==> src/rtl/spi_flash_byte_programmer.sv <==
// spi_flash_byte_programmer
//   Programs one byte into the SPI boot flash on a 6809 write into the ROM
//   window: WREN (0x06), PAGE PROGRAM (0x02 + addr24 + data), then RDSR
//   (0x05) status polling until WIP clears or POLL_LIMIT bytes have been read.
//   SPI mode 0, MSB first, SCK = clk / (2*CLK_DIV).
//   Optional macro SPI_PROG_SECTOR_ERASE_EN: when the latched flash address is
//   4KB aligned, WREN + SECTOR ERASE (0x20 + addr24) + poll run first.
// Ports:
//   clk, reset (async, active low)
//   i_start/i_addr/i_data : one-cycle program request, accepted only when idle
//   i_SPI_MISO            : flash serial data out
//   o_SPI_CLK/o_SPI_MOSI/o_SPI_CS : flash pins (all registered)
//   o_bus_req/o_busy      : high while a program sequence is running
//   o_done                : one-cycle success pulse
//   o_error               : sticky poll timeout, cleared by the next start
module spi_flash_byte_programmer #(
  parameter int unsigned CLK_DIV    = 2,
  parameter logic [23:0] FLASH_BASE = 24'h000000,
  parameter int unsigned CS_GAP     = 4,
  parameter logic [19:0] POLL_LIMIT = 20'd100000
) (
  input  logic        clk,
  input  logic        reset,
  input  logic        i_start,
  input  logic [11:0] i_addr,
  input  logic [7:0]  i_data,
  input  logic        i_SPI_MISO,
  output logic        o_SPI_CLK,
  output logic        o_SPI_MOSI,
  output logic        o_SPI_CS,
  output logic        o_bus_req,
  output logic        o_busy,
  output logic        o_done,
  output logic        o_error
);
  localparam int DW = (CLK_DIV > 1) ? $clog2(CLK_DIV) : 1;
  localparam int GW = (CS_GAP > 1) ? $clog2(CS_GAP) : 1;
  localparam logic [DW-1:0] DIV_RLD = DW'(CLK_DIV - 1);
  localparam logic [GW-1:0] GAP_RLD = GW'(CS_GAP - 1);

  typedef enum logic [3:0] {
    S_IDLE, S_WREN, S_PROG, S_POLL, S_GAP, S_DONE, S_ERR
`ifdef SPI_PROG_SECTOR_ERASE_EN
    , S_EWREN, S_ERASE, S_EPOLL
`endif
  } st_t;

  // Frame sub-phase: CS falls (SETUP), first bit presented (LEAD),
  // bits clocked (BITS), CS held one cycle after the last falling edge (HOLD).
  typedef enum logic [1:0] {PH_SETUP, PH_LEAD, PH_BITS, PH_HOLD} ph_t;

  st_t         state_q, nxt_q, first_st;
  ph_t         ph_q;
  logic [39:0] sh_q;
  logic [5:0]  nb_q;
  logic [DW-1:0] div_q;
  logic [GW-1:0] gap_q;
  logic [19:0] pcnt_q;
  logic        pst_q, miso_q, perr_q;
  logic [23:0] addr_q, start_addr;
  logic [7:0]  data_q;
  logic        cs_q, sck_q, mosi_q, busy_q, done_q, err_q;
  logic        is_poll;

  // {shift contents, bit count} for the frame issued in state s
  function automatic logic [45:0] frame_of(st_t s, logic [23:0] a, logic [7:0] d);
    case (s)
      S_PROG:  frame_of = {8'h02, a, d, 6'd40};
      S_POLL:  frame_of = {8'h05, 32'h0, 6'd8};
`ifdef SPI_PROG_SECTOR_ERASE_EN
      S_ERASE: frame_of = {8'h20, a, 8'h00, 6'd32};
      S_EPOLL: frame_of = {8'h05, 32'h0, 6'd8};
`endif
      default: frame_of = {8'h06, 32'h0, 6'd8};
    endcase
  endfunction

  always_comb begin
    start_addr = FLASH_BASE + {12'h000, i_addr};
    first_st   = S_WREN;
    is_poll    = (state_q == S_POLL);
`ifdef SPI_PROG_SECTOR_ERASE_EN
    if (start_addr[11:0] == 12'h000) first_st = S_EWREN;
    is_poll = (state_q == S_POLL) || (state_q == S_EPOLL);
`endif
  end

  always_ff @(posedge clk or negedge reset) begin
    if (!reset) begin
      state_q <= S_IDLE;  nxt_q  <= S_IDLE;  ph_q   <= PH_SETUP;
      sh_q    <= '0;      nb_q   <= '0;      div_q  <= '0;
      gap_q   <= '0;      pcnt_q <= '0;      pst_q  <= 1'b0;
      miso_q  <= 1'b0;    perr_q <= 1'b0;    addr_q <= '0;
      data_q  <= '0;      cs_q   <= 1'b1;    sck_q  <= 1'b0;
      mosi_q  <= 1'b0;    busy_q <= 1'b0;    done_q <= 1'b0;
      err_q   <= 1'b0;
    end else begin
      done_q <= 1'b0;
      case (state_q)
        S_IDLE: if (i_start) begin
          addr_q  <= start_addr;
          data_q  <= i_data;
          err_q   <= 1'b0;
          busy_q  <= 1'b1;
          state_q <= first_st;
          ph_q    <= PH_SETUP;
          {sh_q, nb_q} <= frame_of(first_st, start_addr, i_data);
        end
        S_GAP: begin
          if (gap_q == '0) begin
            state_q <= nxt_q;
            ph_q    <= PH_SETUP;
            pst_q   <= 1'b0;
            pcnt_q  <= '0;
            {sh_q, nb_q} <= frame_of(nxt_q, addr_q, data_q);
          end else begin
            gap_q <= gap_q - 1'b1;
          end
        end
        S_DONE: begin
          done_q  <= 1'b1;
          busy_q  <= 1'b0;
          state_q <= S_IDLE;
        end
        S_ERR: begin
          err_q   <= 1'b1;
          busy_q  <= 1'b0;
          state_q <= S_IDLE;
        end
        default: begin
          case (ph_q)
            PH_SETUP: begin
              cs_q <= 1'b0;
              ph_q <= PH_LEAD;
            end
            PH_LEAD: begin
              mosi_q <= sh_q[39];
              div_q  <= DIV_RLD;
              ph_q   <= PH_BITS;
            end
            PH_BITS: begin
              if (div_q != '0) begin
                div_q <= div_q - 1'b1;
              end else begin
                div_q <= DIV_RLD;
                if (!sck_q) begin
                  sck_q  <= 1'b1;
                  miso_q <= i_SPI_MISO;
                end else begin
                  sck_q <= 1'b0;
                  if (nb_q != 6'd1) begin
                    sh_q   <= {sh_q[38:0], 1'b0};
                    nb_q   <= nb_q - 6'd1;
                    mosi_q <= sh_q[38];
                  end else if (is_poll && !pst_q) begin
                    // RDSR opcode sent; status bytes follow with CS still low
                    pst_q  <= 1'b1;
                    sh_q   <= '0;
                    nb_q   <= 6'd8;
                    mosi_q <= 1'b0;
                  end else if (is_poll && miso_q && (pcnt_q + 20'd1 < POLL_LIMIT)) begin
                    // WIP still set and budget left: clock another status byte
                    pcnt_q <= pcnt_q + 20'd1;
                    sh_q   <= '0;
                    nb_q   <= 6'd8;
                    mosi_q <= 1'b0;
                  end else begin
                    ph_q   <= PH_HOLD;
                    mosi_q <= 1'b0;
                    perr_q <= is_poll && miso_q;
                  end
                end
              end
            end
            default: begin // PH_HOLD
              cs_q    <= 1'b1;
              gap_q   <= GAP_RLD;
              state_q <= S_GAP;
              case (state_q)
                S_WREN:  nxt_q <= S_PROG;
                S_PROG:  nxt_q <= S_POLL;
                S_POLL:  state_q <= perr_q ? S_ERR : S_DONE;
`ifdef SPI_PROG_SECTOR_ERASE_EN
                S_EWREN: nxt_q <= S_ERASE;
                S_ERASE: nxt_q <= S_EPOLL;
                S_EPOLL: if (perr_q) state_q <= S_ERR; else nxt_q <= S_WREN;
`endif
                default: nxt_q <= S_IDLE;
              endcase
            end
          endcase
        end
      endcase
    end
  end

  assign o_SPI_CLK  = sck_q;
  assign o_SPI_MOSI = mosi_q;
  assign o_SPI_CS   = cs_q;
  assign o_bus_req  = busy_q;
  assign o_busy     = busy_q;
  assign o_done     = done_q;
  assign o_error    = err_q;
endmodule

==> config.mk <==
export PLATFORM = sky130hd
export DESIGN_NAME = spi_flash_byte_programmer
export DESIGN_NICKNAME = d
export VERILOG_FILES = /design/src/rtl/spi_flash_byte_programmer.sv
export SDC_FILE = /design/constraint.sdc
export NUM_CORES = 1
export LEC_CHECK = 0
export ABC_CLOCK_PERIOD_IN_PS = 4600
export BUFFER_PORTS_ARGS = -buffer_cell sky130_fd_sc_hd__buf_2
export CORE_MARGIN = 5
export CORE_UTILIZATION = 46
export CTS_BUF_LIST = sky130_fd_sc_hd__clkbuf_16
export CTS_CLUSTER_SIZE = 16
export DETAILED_ROUTE_END_ITERATION = 8
export PLACE_DENSITY = 0.6
export SYNTH_ARGS = -nofsm -noshare
export SYNTH_HDL_FRONTEND = slang
export SYNTH_SLANG_ARGS = --single-unit
==> constraint.sdc <==
create_clock -name clk -period 4.6 [get_ports clk]
set_input_delay 0.23 -clock clk [delete_from_list [all_inputs] [get_ports clk]]
set_output_delay 0.23 -clock clk [all_outputs]
set_load 0.02 [all_outputs]
==> summary.md <==
| Metric | Value |
|---|---|
| Row count | 39 |
| Compound-gate portion of the synthesized area | 0.168 |
| Final nets | 539 |
| TritonRoute pass-1 iters | 4 |
| RD Place Congestion | 0.826 |
| Die width | 117 um |
| Final min period | 3340 ps |
| Synthesized area | 5280 sq um |
| Core Region | 11,300 sq um |
| Critical-path cell list | ha_1, nand2_1, nor4_4, nand2_1, o41ai_1, o22a_2, o21ai_2, o211ai_4, buf_4, mux2_2 |
| Worst R2R End | sh_q[9] |
| Fmax | 0.299 GHz |
| WP data arrival | 3580 ps |
| Largest family of logic cells by synthesized area | compound AO/OA/AOI/OAI gates |
| Post-Synth Adder-Cell Area | 0.0189 |
| Clock latency on the worst-skew pair | 350 ps |
| Number of synthesized register bits | 105 |
| Number of hold-repair buffers added at the cts stage | 1 |
| Syn_area_per_cell | 10.8 sq um |
| Vias in the first global route | 3,726 |
| CTS tree | done |
| EDFF count, synth | 0 |
| TritonCTS Buffers | 9 |
| CP required | 4830 ps |
| Initial Util | 0.467 |
| Post-Synth Simple-Gate Area | 0.152 |
| Final setup TNS | 0 ps |
| Cell mode on critical path | nand2_1 |
| Non-Filler Instances | 655 |
| Clock-pin slew on the worst setup and hold paths | 70 ps |
| Final hold violation count | 0 |
| Postcts setup bufs | 0 |
| Leak pwr | 2.75 nW |
| Syn. warnings | 0 |
| Via density | 5.77 |
| Post-Syn Instances | 487 |
| Post-placement cell count | 638 |
| # diodes | 0 |
| Relative slew slack | 0.495 |
| Final ANT Viol Nets | 0 |
| Critical Path Sink Type | flip-flop |
| Netlist cell types | 63 |
| Final core utilization | 0.517 |
| Initial DRC count | 269 |
| Hold Slack | 105 ps |
| Die area | 13,700 sq um |
| I/O Pins | 31 |
| Syn nets | 519 |
| Root buf cell | clkbuf_16 |
| Outcome | completed |
| Hold Path Class | in -> reg |
| DRC violations left | 0 |
| Sink Count | 105 |
| Post-DP HPWL | 7170 um |
| Sequential cell area fraction in the yosys report | 0.498 |
| Reg-to-reg slack, setup | 1260 ps |
| MaxCap Viol Count | 0 |
| Detailed Route WL | 10,600 um |
| Post-synth top area share | 0.493 |
| Max incr delay on CP | 450 ps |
| Port Buffers | 30 |
| Synth async-reset ratio | 1.00 |
| Largest net degree at the start of global routing | 54 |
| RSZ-0062 raised after global routing | no |
| CP max-delay cell | buf_4 |
| Tcrit/Tclk final | 0.727 |
| Wire length per cell | 16.2 um |
| Post-cts sizing count | 0 |
| First-pass GRT wire length | 18,400 um |
| Ys flop type | dfrtp_1 |
| R2r startpoint | pcnt_q[0] |
| Critical path type | reg -> reg |
| Register-to-Register Path Depth | 10 |
| Area leader, netlist | dfrtp_1 |
| Skew final | 6.63 ps |
| Setup crit end | sh_q[9] |
| Slew @ Worst Pin | 752 ps |
| Initial antenna violation count | 0 |
| DR vias | 3,779 |
| Total gr overflow | 0 |
| Mux share of post-synthesis cell area | 0.124 |
| # setup viols final | 0 |
| CTS max path bufs | 2 |
| GRT Util Overall | 0.170 |
| Worst setup path start | pcnt_q[0] |
| H-tree depth | 3 |
| Xor and xnor area share after synthesis | 0.00332 |
| Synth area leaders | dfrtp_1 49%, mux2_2 9.6%, a22o_1 6.3% |
| FILL cells | 1,036 |
| Crit start category | flip-flop |
| Die height | 117 um |
| Design Power | 1.75 mW |
| Max Slew Vio Count | 0 |
| Area growth, synth to finish | 10.7% |
| Share of cells above drive strength 1 | 0.227 |
| Crit Path Max Fanout | 43 |
| Power per cell area | 299 nW/um^2 |
| Peak VDD IR | 0.247 mV |
==> worst min path at each step <==
stage          startpoint   endpoint  slack (ps)  cells past startpoint
4_1_cts        i_SPI_MISO     miso_q          90                      2
3_3_place_gp        reset  pcnt_q[7]         310                      1
2_1_floorplan       reset  addr_q[0]         -70                      0
5_1_grt         i_addr[9]  addr_q[9]          90                      2
6_report        i_data[3]  data_q[3]         100                      2
3_5_place_dp        reset  pcnt_q[5]         310                      1
==> routing by layer <==
layer | wire length [um] | vias up | global-route usage | part of all wire
li1 | - | 1820 | - | -
met5 | 0 | - | 0 | 0
met2 | 4980 | 55 | 0.265 | 0.47
met4 | 129 | 0 | 0.0482 | 0.012
met1 | 5010 | 1890 | 0.232 | 0.47
met3 | 466 | 14 | 0.0488 | 0.044
==> Yosys cell counts (3+ instances only) <==
cell type and instances:
nand2_1 38, nor2b_1 4, buf_2 3, ha_1 8, dfrtp_1 104, inv_1 16, buf_4 3, nand3_1 20
clkbuf_1 23, nor4_1 3, o21ai_0 14, and2_1 3, a22o_1 38, mux2_2 45, mux2i_1 11, nand3b_1 3
nand4_1 3, and3_1 14, a21o_1 9, nor2_1 25, nand2b_1 8, nor3_1 13, a31oi_1 5, a21oi_1 20
==> logic make-up (layout without fill, tap and decap cells) <==
logic type               count (synthesis)  in the layout
adder cells (fa/ha/maj)                  8              8
multiplexers                            58             58
flip-flops                             105            105
XOR/XNOR                                 2              2
AND/OR/NAND/NOR                        149            149
buffers and inverters                   46             71
AO/OA/AOI/OAI                          119            119
==> where the power goes <==
part,internal [mW],leakage (nW),switching (mW)
combinational,0.0271,1.25,0.0264
clock,0.379,0.135,0.367
sequential,0.941,1.37,0.00992
==> state kept, by name, summed over array words and instances (netlist names) <==
register and cells:
ph_q 2, o_bus_req 1, sh_q 40, miso_q 1
o_done 1, data_q 8, state_q 3, pcnt_q 20
o_SPI_CLK 1, o_SPI_MOSI 1, div_q 1, perr_q 1
pst_q 1, o_error 1, nxt_q 2, nb_q 6
gap_q 2, o_SPI_CS 1, addr_q 12
==> cell type report <==
type / count / area (sq um) / share of cell area
Clock buffer: 9 / 225 / 0.0385
Clock inverter: 7 / 61.3 / 0.0105
Inverter: 16 / 60.1 / 0.0103
Multi-Input combinational cell: 336 / 2470 / 0.423
Sequential cell: 105 / 2630 / 0.449
Tap cell: 143 / 179 / 0.0306
Timing Repair Buffer: 39 / 223 / 0.0381
==> worst max-delay path, delay by kind of cell, from the launching register on <==
kind / cells / cell delay (ps)
buffers and inverters: 1 / 450
AOI/OAI and AO/OA: 4 / 910
adders and majority gates: 1 / 370
muxes: 1 / 400
and+or+nand+nor: 3 / 660
DFF: 1 / 420
==> layout by cell type (no fill, tap or decap), types with 3 or more instances in the layout <==
cell         n
mux2i_1     11
and3_1      14
dfrtp_1    104
nand4_1      3
nand3b_1     3
inv_1       16
inv_8        3
a21o_1       9
ha_1         8
o21ai_0     14
nand2b_1     8
nor2b_1      4
a21oi_1     20
nand3_1     20
clkbuf_16    9
nor4_1       3
buf_2       29
and2_1       3
buf_4        9
mux2_2      45
nor3_1      13
a31oi_1      5
nand2_1     38
a22o_1      38
nor2_1      25
==> through the flow <==
step	worst slack (ps)	instance area, sq um
after CTS	1240	5850
final	1260	5850
after floorplan	1700	5280
after global placement	1390	5550
after detailed placement	1250	5550
after global routing	897	5850
Note: power is estimated with default switching activity, not from simulation.
